**src/rtl/sodor_dmem_arbiter.sv**
```systemverilog
// Core/host arbiter for one single-ported data memory; optional grant statistics under SODOR_DMEM_ARB_STATS_EN.
// Latency: grant is combinational, and the response returns one cycle after the grant.
// Backpressure: the core has priority, the host wins when starved, and a host lock blocks the core.
module sodor_dmem_arbiter #(
  parameter int unsigned ADDR_W       = 4,
  parameter int unsigned STARVE_LIMIT = 4
`ifdef SODOR_DMEM_ARB_STATS_EN
  ,
  parameter int unsigned CNT_W        = 16
`endif
) (
  input  logic              clk,
  input  logic              reset_n,
  input  logic              core_req_valid,
  output logic              core_req_ready,
  input  logic [ADDR_W-1:0] core_req_addr,
  input  logic [31:0]       core_req_wdata,
  input  logic [3:0]        core_req_wmask,
  output logic              core_resp_valid,
  output logic [31:0]       core_resp_rdata,
  input  logic              host_req_valid,
  output logic              host_req_ready,
  input  logic [ADDR_W-1:0] host_req_addr,
  input  logic [31:0]       host_req_wdata,
  input  logic [3:0]        host_req_wmask,
  input  logic              host_req_lock,
  output logic              host_resp_valid,
  output logic [31:0]       host_resp_rdata,
  output logic              mem_en,
  output logic [ADDR_W-1:0] mem_addr,
  output logic [31:0]       mem_wdata,
  output logic [3:0]        mem_wmask,
  input  logic [31:0]       mem_rdata
`ifdef SODOR_DMEM_ARB_STATS_EN
  ,
  output logic [CNT_W-1:0]  core_grant_cnt,
  output logic [CNT_W-1:0]  host_grant_cnt,
  output logic [CNT_W-1:0]  forced_grant_cnt
`endif
);

  localparam int unsigned     SW         = $clog2(STARVE_LIMIT + 1);
  localparam logic [SW-1:0]   STARVE_MAX = SW'(STARVE_LIMIT);
  localparam logic [SW-1:0]   STARVE_ONE = SW'(1);

  typedef enum logic {ST_OPEN, ST_HOST_LOCKED} state_e;

  state_e          state_q, state_d;
  logic [SW-1:0]   starve_cnt_q, starve_cnt_d;
  logic            resp_pending_q, resp_host_q, resp_is_read_q;
  logic            core_win, host_win, host_forced;

  always_ff @(posedge clk or negedge reset_n) begin
    if (!reset_n) begin
      state_q        <= ST_OPEN;
      starve_cnt_q   <= '0;
      resp_pending_q <= 1'b0;
      resp_host_q    <= 1'b0;
      resp_is_read_q <= 1'b0;
    end else begin
      state_q        <= state_d;
      starve_cnt_q   <= starve_cnt_d;
      resp_pending_q <= core_win | host_win;
      resp_host_q    <= host_win;
      resp_is_read_q <= host_win ? (host_req_wmask == 4'b0000) : (core_req_wmask == 4'b0000);
    end
  end

  // Grants are gated by reset_n so every output reads 0 while reset is held.
  always_comb begin
    core_win     = 1'b0;
    host_win     = 1'b0;
    host_forced  = 1'b0;
    state_d      = state_q;
    starve_cnt_d = '0;
    if (reset_n) begin
      if (state_q == ST_HOST_LOCKED) begin
        host_win = host_req_valid;
      end else if (host_req_valid && starve_cnt_q == STARVE_MAX) begin
        host_win    = 1'b1;
        host_forced = 1'b1;
      end else if (core_req_valid) begin
        core_win = 1'b1;
      end else begin
        host_win = host_req_valid;
      end
    end
    if (host_win) begin
      state_d = host_req_lock ? ST_HOST_LOCKED : ST_OPEN;
    end
    if (host_req_valid && !host_win) begin
      starve_cnt_d = (starve_cnt_q == STARVE_MAX) ? STARVE_MAX : starve_cnt_q + STARVE_ONE;
    end
  end

  assign core_req_ready  = core_win;
  assign host_req_ready  = host_win;
  assign mem_en          = core_win | host_win;
  assign mem_addr        = host_win ? host_req_addr  : (core_win ? core_req_addr  : '0);
  assign mem_wdata       = host_win ? host_req_wdata : (core_win ? core_req_wdata : '0);
  assign mem_wmask       = host_win ? host_req_wmask : (core_win ? core_req_wmask : '0);

  assign core_resp_valid = resp_pending_q & ~resp_host_q;
  assign host_resp_valid = resp_pending_q &  resp_host_q;
  assign core_resp_rdata = (core_resp_valid && resp_is_read_q) ? mem_rdata : 32'h0;
  assign host_resp_rdata = (host_resp_valid && resp_is_read_q) ? mem_rdata : 32'h0;

`ifdef SODOR_DMEM_ARB_STATS_EN
  localparam logic [CNT_W-1:0] CNT_ONE = CNT_W'(1);

  always_ff @(posedge clk or negedge reset_n) begin
    if (!reset_n) begin
      core_grant_cnt   <= '0;
      host_grant_cnt   <= '0;
      forced_grant_cnt <= '0;
    end else begin
      if (core_win && core_grant_cnt != '1)
        core_grant_cnt <= core_grant_cnt + CNT_ONE;
      if (host_win && host_grant_cnt != '1)
        host_grant_cnt <= host_grant_cnt + CNT_ONE;
      if (host_forced && forced_grant_cnt != '1)
        forced_grant_cnt <= forced_grant_cnt + CNT_ONE;
    end
  end
`endif

endmodule

```
**config.mk**
```make
export PLATFORM = sky130hd
export DESIGN_NAME = sodor_dmem_arbiter
export DESIGN_NICKNAME = d
export VERILOG_FILES = /design/src/rtl/sodor_dmem_arbiter.sv
export SDC_FILE = /design/constraint.sdc
export NUM_CORES = 1
export LEC_CHECK = 0
export BUFFER_PORTS_ARGS = -buffer_cell sky130_fd_sc_hd__buf_2
export CAP_MARGIN = 20
export CORE_AREA = 2 2 87 89
export CTS_CLUSTER_DIAMETER = 30
export CTS_CLUSTER_SIZE = 12
export DETAILED_ROUTE_END_ITERATION = 6
export DIE_AREA = 0 0 89 91
export GPL_ROUTABILITY_DRIVEN = 0
export SYNTH_ARGS = -nofsm -noshare
export SYNTH_HDL_FRONTEND = slang
export SYNTH_SLANG_ARGS = --single-unit
```
**constraint.sdc**
```tcl
create_clock -name clk -period 1.9 [get_ports clk]
set_input_delay 0.095 -clock clk [delete_from_list [all_inputs] [get_ports clk]]
set_output_delay 0.095 -clock clk [all_outputs]
set_load 0.05 [all_outputs]
```
# == Word level (Yosys, flattened, before mapping) ==
# Index checks and enable logic that the tools add are counted.
# op_classes
n_addsub,1
n_eq_ne,1
muxes,20
bitwise_logic,4
reduce_logical,7
# ops
cell,n
2-to-1 mux 32 bit,4
2-to-1 mux 4 bit,4
2-to-1 mux 1 bit,10
zero test 4 bit,2
2-to-1 mux 3 bit,2
logical AND 1 bit,4
adder 3 x 1 -> 3 bit (second input constant),1
== test 3 bit (second input constant),1
AND 1 bit,2
zero test 1 bit,1
NOT 1 bit,1
bitwise OR 1 bit,1
# word_totals
reg_bits,7
inputBits,117
out_inout_bits,109
wordCells,38

# == Depth between registers and ports, before layout ==
# depth
ltp_word,8
mapped_depth,7
mapped_depth_nobuf,5

# == Worst setup path before layout ==
# No wires, ideal clock.
# synth_timing
path_kind,register to output
from,register starve_cnt_q[0]
to,output port mem_wdata[25]
arrival_time_ps,1866
required_time_ps,1805
slack_ps,-61
path_stages_with_launch,7
path_buffers,1
path_cell_list,dfrtp_1 -> inv_1 -> ha_1 -> and2_4 -> a21oi_1 -> buf_2 -> a22o_1
# synth_via
elab_chain_len,7
word_cells_on_any_way,10
cone_classes,eq/ne: 1; mux: 8; reduce/logical: 1
# synth_rtl
item,line,rtl
"start, declared",49,"logic [SW-1:0] starve_cnt_q, starve_cnt_d;"
"start signal, assigned",62,starve_cnt_q <= starve_cnt_d;
== test 3 bit,79,end else if (host_req_valid && starve_cnt_q == STARVE_MAX) begin
logical AND 1 bit,79,
2-to-1 mux 1 bit,79,
2-to-1 mux 1 bit,77,if (state_q == ST_HOST_LOCKED) begin
2-to-1 mux 1 bit,76,if (reset_n) begin
named net core_req_ready,15,"output logic core_req_ready,"
2-to-1 mux 32 bit (2 in a row),100,assign mem_wdata = host_win ? host_req_wdata : (core_win ? core_req_wdata : '0);
"end, declared",31,"output logic [31:0] mem_wdata,"
# The timed path passes the listed nets, and every way through them passes these cells.

# == Worst setup path in the final report ==
# layout_timing
from,register starve_cnt_q[1]
to,output port mem_wdata[31]
# layout_via
elab_chain_len,7
word_cells_on_any_way,10
cone_classes,eq/ne: 1; mux: 8; reduce/logical: 1
# layout_rtl
item,line
== test 3 bit (*),79
logical AND 1 bit (*),79
2-to-1 mux 1 bit,79
2-to-1 mux 1 bit,77
2-to-1 mux 1 bit,76
2-to-1 mux 32 bit,100
2-to-1 mux 32 bit (*),100
# Every way passes the cells marked *; elsewhere a longest branch is shown, timed or not.

==> metrics.cfg <==
[outcome]
run_status = complete, but fails checks
violations = negative setup slack

[timing]
fmax_ghz = 0.497
setup_viol = 41
relSlewSlack = 0.758
slew_viol_final = 0
fin_tns_setup_ns = -3.49
period_share = 1.06
finClkSkew_ns = 0.00370
min_period_ns = 2.01
rsz0062_at_grt = true
layout_setup_ws_ns = -0.111
worst_pin_slew_ns = 0.362
hold_viol_final = 0

[layout]
fin_nets = 502
fill_cells = 754
layout-drive-gt1-share = 0.686
fin_area_um2 = 3000
area_growth_pct = 152
antennaDiodeCount = 0
finalNonFillerCells = 481

[clocking]
cts_tree = built
root_buffer = clkbuf_8
cts_made_buffers = 3
clock_sinks = 7
ctsHtreeMaxLevel = 1
clk_latency_ns = 0.22
clk_pin_slew_ns = 0.05
clk_path_buf_depth = 2

[floorplan]
die_h_um = 91
core-area_um2 = 7140
die_w_um = 89
initial_utilization = 0.167
io-pin-count = 226
die_area_um2 = 8100
placementRows = 31

[power]
irDropWorstVdd_v = 0.000267
p_comb_frac = 0.716
switching_share = 0.463
internal_power_uw = 738
cellLeakagePower_nw = 1.77
clkPwrFrac = 0.155
finalPower_mw = 1.37
p_per_area_nw_per_um2 = 458
power.switching_uw = 636
pwr-share-seq = 0.129

[logic_synthesis]
async_flop_share = 1.00
synth_edf_count = 0
yosysWarnings = 0
syn-num-nets = 269
synthCells = 150
syn_area_um2 = 1190
avgSynthCellArea_um2 = 7.94
synth_flop_cell = dfrtp_1
ys_types = 23
synth-seq-cells = 7
ys_seq_area_frac = 0.147

[critical_path]
r2r-end = resp_is_read_q
r2r_slack_ns = 0.20
path_depth = 7
cpPeakStageDelay_ns = 0.35
cp-end-kind = primary output
ff2ff_path_depth = 6
crit_required_ns = 1.80
r2r-start = starve_cnt_q[1]
cp-start-kind = flip-flop
path_cells = inv_1 > ha_2 > and2_4 > o311a_4 > clkbuf_16 > a22o_1 > buf_6
critPathTopFamily = compound AO/OA/AOI/OAI gates
cp.arrival_ns = 1.92
critPathBufInv = 3
criticalPathCategory = flip-flop to primary output
cpMaxStageDelayCell = dfrtp_1
crit_fanout = 20

[flow_run]
maxCapViolCount = 0

[detailed_routing]
finalWirelength_um = 6590
dr.pass1.iters = 4
drtIter0Drc = 21
vias_per_cell = 4.26
route.detailed.drc = 0
routedWlPerCell_um = 13.7
drtAntennaViolNets = 0
vias = 2051

[hold_path]
hold_end = state_q
hp-start = host_req_lock
hold_path_depth = 2
min_path_type = input pin to flip-flop

[global_route]
grt_max_degree = 42
antenna_found_initial = 0
grt-ovfl-total = 0
grt_pass1_wl_um = 8970
track_usage = 0.140
grt_pass1_vias = 1870

[place]
placed_cells = 466
io_buffers = 225
dp_slack_ns = 0.0295
place_hpwl_um = 5330
place_area_um2 = 2520

[power groups by stage]
| stage | clock network (mW) | logic, mW | registers (mW) |
|---|---|---|---|
| floorplan | 0 | 0.513 | 0.176 |
| detailed placement | 0 | 0.801 | 0.178 |
| CTS | 0.215 | 0.971 | 0.177 |
| finish | 0.213 | 0.984 | 0.177 |
| global placement | 0 | 0.794 | 0.178 |
| global route | 0.224 | 1.03 | 0.179 |
[worst max path at each step]
stage	start	end	slack, ns
2_1_floorplan	starve_cnt_q[0]	mem_wdata[25]	0.06
3_3_place_gp	starve_cnt_q[0]	mem_wdata[26]	0.08
3_5_place_dp	starve_cnt_q[1]	mem_wdata[25]	0.03
4_1_cts	starve_cnt_q[1]	mem_wmask[2]	-0.13
5_1_grt	starve_cnt_q[0]	mem_wdata[31]	-0.18
6_report	starve_cnt_q[1]	mem_wdata[31]	-0.11
[timing repair]
item	CTS	global route
setup endpoints to repair	41	41
gates resized for setup	82	2
pin swaps	2	0
hold buffers	1	0
cloned	3	1
hold endpoints to repair	7	0
buffers inserted	5	1
[sequential cells by signal, indices dropped and copies added, names as in the netlist]
name            cells
resp_is_read_q      1
resp_host_q         1
starve_cnt_q        3
resp_pending_q      1
state_q             1
[synth_stat cells, types with 2 or more instances]
master,n,share of area
a22o_1,40,0.29
nand3b_1,2,0.013
buf_6,4,0.038
clkbuf_1,6,0.019
mux2_2,2,0.019
nor4_1,2,0.011
inv_1,3,0.0095
ha_1,2,0.021
and2_1,65,0.34
buf_2,5,0.021
dfrtp_1,7,0.15
[stage by stage]
stage / hold WS [ns] / util
2_1_floorplan: -0.201 / -
3_3_place_gp: -0.0511 / 0.354
3_5_place_dp: -0.0450 / 0.354
4_1_cts: 0.105 / 0.414
5_1_grt: 0.117 / 0.421
6_report: 0.108 / 0.421
[area by class of cell]
type / count / area, µm² / area share
sequential: 7 / 175 / 0.0583
multi-input combinational: 125 / 967 / 0.322
timing repair buffer: 243 / 1680 / 0.560
inverter: 3 / 11.3 / 0.00375
tap: 99 / 124 / 0.0412
clock buffer: 4 / 45.0 / 0.0150
[routing by layer]
layer | part of all wire | GRT usage | up-vias | wire length, µm
li1 | - | - | 997 | -
met1 | 0.35 | 0.134 | 905 | 2300
met2 | 0.55 | 0.303 | 143 | 3630
met3 | 0.092 | 0.0173 | 6 | 607
met4 | 0.0077 | 0.0224 | 0 | 51
met5 | 0 | 0 | - | 0
[worst reg2reg max path, cell delays in order, from the launching register on]
cell	delay [ns]
dfrtp_1	0.35
inv_1	0.05
ha_2	0.17
and2_4	0.16
o311a_4	0.35
clkbuf_16	0.20
mux2_2	0.31
[cell families (layout without fill, tap and decap cells)]
kind of cell | count (synthesis) | count (layout) | synth area share
AOI/OAI and AO/OA | 43 | 43 | 0.311
adders and majority gates | 2 | 2 | 0.0210
buffers and inverters | 18 | 250 | 0.0872
DFF | 7 | 7 | 0.147
muxes | 2 | 2 | 0.0189
and+or+nand+nor | 78 | 78 | 0.415
[cell usage in the layout (no fill, tap or decap), drive strengths merged, types with 2 or more instances in the layout]
| master | instances |
|---|---|
| a22o | 40 |
| and2 | 66 |
| buf | 241 |
| clkbuf | 5 |
| dfrtp | 7 |
| ha | 2 |
| inv | 3 |
| mux2 | 2 |
| nand3b | 2 |
| nor4 | 2 |
Power figures use the tool's default switching activity.
